File: config.mk
export PLATFORM = sky130hd
export DESIGN_NAME = arith_right_shifter_seq_flat
export DESIGN_NICKNAME = d
export VERILOG_FILES = /design/src/rtl/arith_right_shifter_seq_pkg.sv /design/src/rtl/arith_right_shifter_seq_if.sv /design/src/rtl/arith_shift_right_1.sv /design/src/rtl/arith_right_shifter_seq.sv /design/src/flat_wrapper.sv
export SDC_FILE = /design/constraint.sdc
export NUM_CORES = 1
export LEC_CHECK = 0
export CAP_MARGIN = 20
export CELL_PAD_IN_SITES_DETAIL_PLACEMENT = 0
export CELL_PAD_IN_SITES_GLOBAL_PLACEMENT = 1
export CORE_MARGIN = 2
export CORE_UTILIZATION = 30
export DETAILED_ROUTE_END_ITERATION = 6
export PLACE_DENSITY = 0.74
export SLEW_MARGIN = 20
export SYNTH_ARGS = -nofsm -noshare
export SYNTH_HDL_FRONTEND = slang
export SYNTH_HIERARCHICAL = 1
export SYNTH_SLANG_ARGS = --single-unit
File: constraint.sdc
create_clock -name clk -period 1.4 [get_ports clk]
set_input_delay 0.21 -clock clk [delete_from_list [all_inputs] [get_ports clk]]
set_output_delay 0.21 -clock clk [all_outputs]
set_load 0.005 [all_outputs]
File: src/rtl/arith_right_shifter_seq_pkg.sv
// Package shifter_pkg: constants shared by the shifter family.
//   - FSM state encoding for the sequential shifters (IDLE/SHIFT/DONE).
//   - Default WIDTH/SHW, shared with the combinational left shifter.
//   - count_width(): width of a down-counter that must hold 0..w.
package shifter_pkg;

  localparam int DEF_WIDTH = 4;
  localparam int DEF_SHW   = 3;

  localparam logic [1:0] IDLE  = 2'd0;
  localparam logic [1:0] SHIFT = 2'd1;
  localparam logic [1:0] DONE  = 2'd2;

  function automatic int count_width(input int w);
    return $clog2(w + 1);
  endfunction

endpackage

File: src/rtl/arith_right_shifter_seq_if.sv
// arith_right_shifter_seq_if: request/result bundle of the sequential
// arithmetic right shifter.
//   start/a/shamt : request, driven by the master. start is only looked at
//                   while the shifter is idle; a and shamt are captured
//                   together with an accepted start.
//   busy/done     : status. busy is high in SHIFT and DONE; done is a
//                   one-cycle pulse during which x/cout (and sticky) are valid.
//   x/cout        : result register and last bit shifted out of the LSB.
//   sticky        : OR of all bits shifted out (only with STICKY_EN defined).
//   state         : debug view of the FSM state register.
// Optional feature macro: STICKY_EN.
interface arith_right_shifter_seq_if
  import shifter_pkg::*;
#(
  parameter int WIDTH = DEF_WIDTH,
  parameter int SHW   = DEF_SHW
);

  logic             start;
  logic [WIDTH-1:0] a;
  logic [SHW-1:0]   shamt;
  logic             busy;
  logic             done;
  logic [WIDTH-1:0] x;
  logic             cout;
`ifdef STICKY_EN
  logic             sticky;
`endif
  logic [1:0]       state;

`ifdef STICKY_EN
  modport master (output start, a, shamt,
                  input  busy, done, x, cout, sticky, state);
  modport slave  (input  start, a, shamt,
                  output busy, done, x, cout, sticky, state);
`else
  modport master (output start, a, shamt,
                  input  busy, done, x, cout, state);
  modport slave  (input  start, a, shamt,
                  output busy, done, x, cout, state);
`endif

endinterface

File: src/rtl/arith_shift_right_1.sv
// arith_shift_right_1: combinational single-step arithmetic right shift.
//   d           : operand
//   q           : d shifted right by one, sign bit replicated
//   shifted_out : the LSB of d that falls off the end
module arith_shift_right_1 #(
  parameter int WIDTH = 4
) (
  input  logic [WIDTH-1:0] d,
  output logic [WIDTH-1:0] q,
  output logic             shifted_out
);

  assign q           = {d[WIDTH-1], d[WIDTH-1:1]};
  assign shifted_out = d[0];

endmodule

File: src/rtl/arith_right_shifter_seq.sv
// arith_right_shifter_seq: multi-cycle arithmetic right shifter
// (signed divide-by-2^n path). One bit position per clock.
//   clk : rising-edge clock
//   rst : synchronous active-high reset, priority over start
//   bus : arith_right_shifter_seq_if.slave (start/a/shamt in,
//         busy/done/x/cout[/sticky]/state out)
// Optional feature macro: STICKY_EN adds the sticky output and register.
// Handshake: a request is accepted on a rising edge where state is IDLE and
// start is high; requests arriving while busy are dropped, never queued.
// done pulses exactly once per accepted request, k+1 cycles after acceptance
// where k = min(shamt, WIDTH).
module arith_right_shifter_seq
  import shifter_pkg::*;
#(
  parameter int WIDTH = DEF_WIDTH,
  parameter int SHW   = DEF_SHW
) (
  input  logic                     clk,
  input  logic                     rst,
  arith_right_shifter_seq_if.slave bus
);

  localparam int CW = count_width(WIDTH);

  logic [1:0]       state;
  logic [CW-1:0]    count;
  logic [CW-1:0]    k;
  logic [WIDTH-1:0] x_q;
  logic [WIDTH-1:0] x_step;
  logic             cout_q;
  logic             step_out;
`ifdef STICKY_EN
  logic             sticky_q;
`endif

  // Shift amounts at or beyond WIDTH all behave like WIDTH: the result is
  // pure sign fill.
  always_comb begin
    k = CW'(WIDTH);
    if (int'(bus.shamt) < WIDTH) k = CW'(bus.shamt);
  end

  arith_shift_right_1 #(.WIDTH(WIDTH)) u_step (
    .d           (x_q),
    .q           (x_step),
    .shifted_out (step_out)
  );

  always_ff @(posedge clk) begin
    if (rst) begin
      state    <= IDLE;
      x_q      <= '0;
      cout_q   <= 1'b0;
      count    <= '0;
`ifdef STICKY_EN
      sticky_q <= 1'b0;
`endif
    end else begin
      case (state)
        IDLE: begin
          if (bus.start) begin
            x_q      <= bus.a;
            cout_q   <= 1'b0;
            count    <= k;
`ifdef STICKY_EN
            sticky_q <= 1'b0;
`endif
            state    <= (k == '0) ? DONE : SHIFT;
          end
        end
        SHIFT: begin
          x_q      <= x_step;
          cout_q   <= step_out;
          count    <= count - CW'(1);
`ifdef STICKY_EN
          sticky_q <= sticky_q | step_out;
`endif
          if (count == CW'(1)) state <= DONE;
        end
        DONE:    state <= IDLE;
        default: state <= IDLE;
      endcase
    end
  end

  // Status is decoded from the state flops only.
  assign bus.busy   = (state == SHIFT) || (state == DONE);
  assign bus.done   = (state == DONE);
  assign bus.x      = x_q;
  assign bus.cout   = cout_q;
  assign bus.state  = state;
`ifdef STICKY_EN
  assign bus.sticky = sticky_q;
`endif

endmodule

File: src/flat_wrapper.sv
// flat-port wrapper written by rule: the top's interface ports become plain ports
module arith_right_shifter_seq_flat import shifter_pkg::*;
#(
  parameter int WIDTH = DEF_WIDTH,
  parameter int SHW   = DEF_SHW
)
  (clk, rst, bus_start, bus_a, bus_shamt, bus_busy, bus_done, bus_x, bus_cout, bus_state);
  arith_right_shifter_seq_if #(.WIDTH(WIDTH), .SHW(SHW)) bus_i ();
  input  logic clk;
  input  logic rst;
  input wire logic [$bits(bus_i.start)-1:0] bus_start;
  input wire logic [$bits(bus_i.a)-1:0] bus_a;
  input wire logic [$bits(bus_i.shamt)-1:0] bus_shamt;
  output wire logic [$bits(bus_i.busy)-1:0] bus_busy;
  output wire logic [$bits(bus_i.done)-1:0] bus_done;
  output wire logic [$bits(bus_i.x)-1:0] bus_x;
  output wire logic [$bits(bus_i.cout)-1:0] bus_cout;
  output wire logic [$bits(bus_i.state)-1:0] bus_state;
  assign bus_i.start = bus_start;
  assign bus_i.a = bus_a;
  assign bus_i.shamt = bus_shamt;
  assign bus_busy = bus_i.busy;
  assign bus_done = bus_i.done;
  assign bus_x = bus_i.x;
  assign bus_cout = bus_i.cout;
  assign bus_state = bus_i.state;
  arith_right_shifter_seq #(.WIDTH(WIDTH), .SHW(SHW)) u_core (.clk(clk), .rst(rst), .bus(bus_i));
endmodule
# --- After elaboration in Yosys (flattened, before gate mapping) ---
# Index checks and enable logic that the tools add are counted.
totals:
  ff_bits: 10
  input_bits: 10
  word_cells: 31
  output_inout_bits: 9
op_classes:
  n_mux: 11
  n_addsub: 1
  n_eq_ne: 5
  n_reduce_logical: 7
  magnitude_cmp: 1
  bitwise_logic: 1
ops:
  columns: ["op", "n"]
  rows:
  - ["$pmux W4 S2", 1]
  - ["$mux W2", 3]
  - ["$mux W3", 2]
  - ["$pmux W3 S2", 1]
  - ["$mux W4", 1]
  - ["$pmux W2 S2", 1]
  - ["$reduce_and A2 Y1", 2]
  - ["$eq A3 B1 Y1 const B", 1]
  - ["$logic_not A3 Y1", 1]
  - ["$lt A3 B3 Y1 const B", 1]
  - ["$reduce_and A3 Y1", 1]
  - ["$sub A3 B1 Y3 const B", 1]
  - ["$eq A2 B1 Y1 const B", 1]
  - ["$eq A2 B2 Y1 const B", 1]
  - ["$logic_not A2 Y1", 1]
  - ["$ne A2 B1 Y1 const B", 1]
  - ["$ne A2 B2 Y1 const B", 1]
  - ["$pmux W1 S2", 1]
  - ["$reduce_bool A2 Y1", 1]
  - ["$logic_or A1 B1 Y1", 1]
  - ["$mux W1", 1]
  - ["$not A1 Y1", 1]

# --- Depth between registers and ports, before layout ---
depth:
  ltp_word: 6
  mapped_depth: 7
  mapped_depth_nobuf: 6

# --- Modules after synthesis ---
# Netlist, hierarchy kept.
modules_own_cells:
  columns: ["mod", "area_per_inst_um2", "cells_per_inst", "seq_area_each_um2", "instances"]
  rows:
  - ["arith_right_shifter_seq", 615.6, 67, 200.2, 1]
  - ["arith_shift_right_1", 37.5, 5, 0.0, 1]

# --- Worst setup path after synthesis ---
# Ideal clock, no wire load.
synth_path:
  kind: "reg-to-reg"
  from: "register u_core.state[0] (netlist: u_core/bus.state[0])"
  to: "register u_core.count[2]"
  path_stages_with_launch: 7
  setup_time_ns: 0.134
  synth_period_minus_slack_ns: 1.458
  t_required_ns: 1.266
  n_path_buf: 1
  arrival_time_ns: 1.324
  setup_slack_ns: -0.058
  cell_sequence: "dfxtp_1 inv_1 ha_1 mux2_4 buf_12 a22oi_2 nor2_1"
synth_via:
  elab_chain_cells: 3
  word_cells_on_any_way: 6
  classes_between: "eq/ne: 2; mux: 1; reduce/logical: 3"
synth_rtl:
  columns: ["element", "line", "source"]
  rows:
  - ["start: declaration", "arith_right_shifter_seq.sv:25", "logic [1:0] state;"]
  - ["start signal: assignment", "arith_right_shifter_seq.sv:68", "state <= (k == '0) ? DONE : SHIFT;"]
  - ["$eq A2 B1 Y1 or $logic_not A2 Y1 (tied branches)", "arith_right_shifter_seq.sv:59", "case (state)"]
  - ["$reduce_bool A2 Y1 (no source line) or $ne A2 B2 Y1 (tied branches)", null, null]
  - ["$reduce_and A2 Y1 (no source line)", null, null]
  - ["end signal: assignment", "arith_right_shifter_seq.sv:64", "count <= k;"]
  - ["end signal: assignment", "arith_right_shifter_seq.sv:74", "count <= count - CW'(1);"]
  - ["end: declaration", "arith_right_shifter_seq.sv:26", "logic [CW-1:0] count;"]
# Parallel ways exist; a longest one is shown, timed or not.
# A chain may end at the register's enable or synchronous reset.

# --- Worst setup path in the final report ---
layout_path:
  from: "register u_core.state[1] (netlist: u_core/bus.state[1])"
  to: "output port bus_done"
layout_via:
  elab_chain_cells: 1
layout_rtl:
  columns: ["element", "line", "source"]
  rows:
  - ["$eq A2 B2 Y1", "arith_right_shifter_seq.sv:88", "assign bus.done = (state == DONE);"]
  - ["end: declaration", "flat_wrapper.sv:15", "output wire logic [$bits(bus_i.done)-1:0] bus_done;"]
# Every way passes these cells.

==> run summary <==
The flow ran to the end, and the final reports show no timing, DRC or antenna violations. The maximum fanout along the worst path is 3. Yosys mapped the design onto 25 distinct sky130hd cell types. The nature of the critical path endpoint is an output port. Static timing analysis puts the maximum clock frequency at 737.2 MHz. The area of the core came out at 0.002002 sq mm. The per-instance average area after synthesis is 9.071 sq um.

The number of slew-limit violations in the final report is 0. The final setup violation count is 0. The part of the Yosys area used for sequential elements is 0.3065. The main flop type after synthesis is sky130_fd_sc_hd__dfxtp_1. The count of flip-flops with a built-in enable after synthesis is 0.

The final net count came out at 112. The overall via count from detail_route came out at 593. After clock tree synthesis, the clock-pin slew on the worst setup and hold paths is 70 ps. The share of synthesized area spent on multiplexers is 0.08429.

Total power for the finished layout comes to 933.0 uW. The proportion of layout cells with a drive suffix above 1 is 0.3579. The I/O pin count is 19. Counting every net in the synthesized netlist gives 87. The tree is rooted in a sky130_fd_sc_hd__clkbuf_4. The y dimension of the die came out at 50.66 microns. The area share of the largest cell type after synthesis is 0.3065. The async set or reset register ratio after synthesis is 0. The weighted congestion at the end of routability-driven global placement came out at 0.7808. The placed instances occupy a cell area of 865.8 sq um.

The number of antenna violations at the first check in global routing is 0. In the finished design, the share of the clock period the worst path needs comes to 0.9690. The total clock buffers created by CTS is 3. The count of buffers inserted at the top-level ports came out at 18.

The first-pass GRT wire length is 2490 microns. The dominant combinational cell family by area after synthesis is compound AO/OA/AOI/OAI gates. The most used standard cell by instance count after synthesis is sky130_fd_sc_hd__dfxtp_1.

The compound-gate portion of the synthesized area came out at 0.2203. The number of maximum-capacitance violations is 0. For this run, the total global-route usage over all layers was measured as 0.1322.

The power density of the placed cells is 994.2 mW/mm^2. The average wire per standard cell is 12.43 microns. The area growth from synthesis to layout is 43.68%. The starting utilization of the core area came out at 0.3262.

The count of inserted antenna diode cells is 0. The final sum of negative setup slack is 0 ps. The analysis attributes to cell leakage a power of 0.0003820 uW. In this run the cell area of the synthesized design comes to 653.1 sq um.

The area share of xor/xnor cells in the synthesized design came out at 0. The detail route stage leaves a number of antenna-violating nets equal to 0. The total of warnings raised by yosys came out at 6. The number of register bits inferred by synthesis is 10. The clock reaches the later pin of the worst-skew pair after 260 ps. The required time of the worst setup path is 1190 ps. The worst setup path is launched from a flip-flop. The maximum number of pins on one net before global-route repair came out at 11. The longest clock path from root to sink contains 2 buffers. The via count of the first global-routing pass is 564. The number of cells in the design after placement is 117. The cell type with the largest total area after synthesis is sky130_fd_sc_hd__dfxtp_1. Across the VDD grid, the largest voltage drop is 0.4829 mV. The total length of routed wires came out at 1517 microns. Of the total synthesized cell area, the portion taken by full adders, half adders and majority gates is 0.09579. The transition time of the tightest slew-check pin is 199.6 ps. The clock net in this run drives a total of 10 sinks. The detailed placer's ending HPWL came out at 1053 microns. The die is 50.66 microns wide. After synthesis, the most frequently instantiated cells are sky130_fd_sc_hd__dfxtp_1 (10), sky130_fd_sc_hd__inv_1 (7), sky130_fd_sc_hd__nor2_1 (6). The worst relative slew slack came out at 0.8631. Synthesis produced a netlist whose cell count is 72. The number of vias per cell after detailed routing is 4.861. The CTS tree is done. The post-route non-filler standard cell count came out at 122. After routing the design area is 938.4 sq um. Data on the critical path arrives at its endpoint at 1150 ps. The clock period minus final worst setup slack came out at 1357 ps. The area fraction in and, or, nand and nor cells after synthesis is 0.1513. The leftover overflow at the end of global routing is 0. The violation count after the first detailed-routing iteration came out at 8.

The class of the most critical setup path is reg -> out. The die covers 0.002566 sq mm. The number of H-tree levels came out at 1. In this run the core area contains 16 standard-cell rows. The count of TritonRoute iterations in the first routing pass is 4.

The number of DRC violations after detailed routing came out at 0. In the post-synthesis netlist, the biggest area contributors are sky130_fd_sc_hd__dfxtp_1 (31%), sky130_fd_sc_hd__a211oi_2 (9.6%), sky130_fd_sc_hd__ha_1 (9.6%). Between clock sinks in the finished design, the worst skew comes to 13.10 ps. The final count of hold timing violations is 0. The path class of the tightest hold or removal check is reg -> reg.
## layout by cell type, fill, tap and decap left out, drive strengths merged
cell,Yosys,final
and2b,1,1
o21bai,1,1
a21oi,3,3
a31oi,2,2
clkdlybuf4s50,0,14
o21a,1,1
mux2i,4,4
nand3,2,2
clkbuf,0,3
o21ai,4,4
o22ai,1,1
dlymetal6s2s,0,1
nand4,2,2
a22oi,1,1
a211oi,5,5
inv,7,7
or3,1,1
ha,5,5
mux2,1,2
dlygate4sd2,0,3
dfxtp,10,10
nor2,9,9
nand2,4,4
buf,8,9
## worst max-delay path, stage by stage (launching register included)
cell and delay (ps):
sky130_fd_sc_hd__dfxtp_2 330, sky130_fd_sc_hd__buf_4 140, sky130_fd_sc_hd__ha_1 160, sky130_fd_sc_hd__dlygate4sd2_1 250
## layout make-up
cell class	instances	area (sq um)
Multi-Input combinational cell	48	400.4
Fill cell	213	1064
Timing Repair Buffer	27	250.2
Tap cell	27	33.78
Clock buffer	3	22.52
Sequential cell	10	205.2
Inverter	7	26.28
## metal layers
metal / part of all wire / track usage
met1: 0.46 / 0.1622
met2: 0.47 / 0.1952
met3: 0.028 / 0.04762
met4: 0.041 / 0.08108
met5: 0 / 0
## flip-flops by register name, indices dropped and copies added, names as in the netlist
name,flops
u_core/bus.x,4
u_core/bus.state,2
u_core/bus.cout,1
u_core/count,3
## per-stage QoR
stage	worst slack [ps]	hold slack (ps)	utilization
floorplan	15.78	370.3	-
global placement	-88.08	474.5	0.4325
detailed placement	-72.34	485.3	0.4325
CTS	0.3818	496.6	0.4525
global route	-0.5186	526.7	0.4688
finish	43.44	489.6	0.4688
## power by group
group | internal [uW] | switching, uW | total, uW
Sequential | 322 | 28.2 | 350
Clock | 98.9 | 96.2 | 195
Combinational | 213 | 175 | 388
## path summary, 6_finish.rpt
check | start | to | slack (ps) | cells past startpoint
hold / removal | u_core/count[0] | u_core/count[0] | 490 | 2
setup reg to reg | u_core/bus.state[0] | u_core/bus.x[0] | 40 | 5
hold reg to reg | u_core/count[0] | u_core/count[0] | 490 | 2
setup / recovery | u_core/bus.state[1] | bus_done | 40 | 3
## what timing repair did
| action | CTS | global route |
|---|---|---|
| setup buffers | 1 | 0 |
| setup endpoints to repair | 5 | 12 |
| hold buffers | 0 | 0 |
| resized for setup | 5 | 10 |
| cloned | 1 | 0 |
## cell families after synthesis
group                    count (synthesis)
AND/OR/NAND/NOR                         19
AO/OA/AOI/OAI                           18
buffers and inverters                   15
flip-flops                              10
multiplexers                             5
adder cells (fa/ha/maj)                  5
Power figures use the tool's default switching activity.
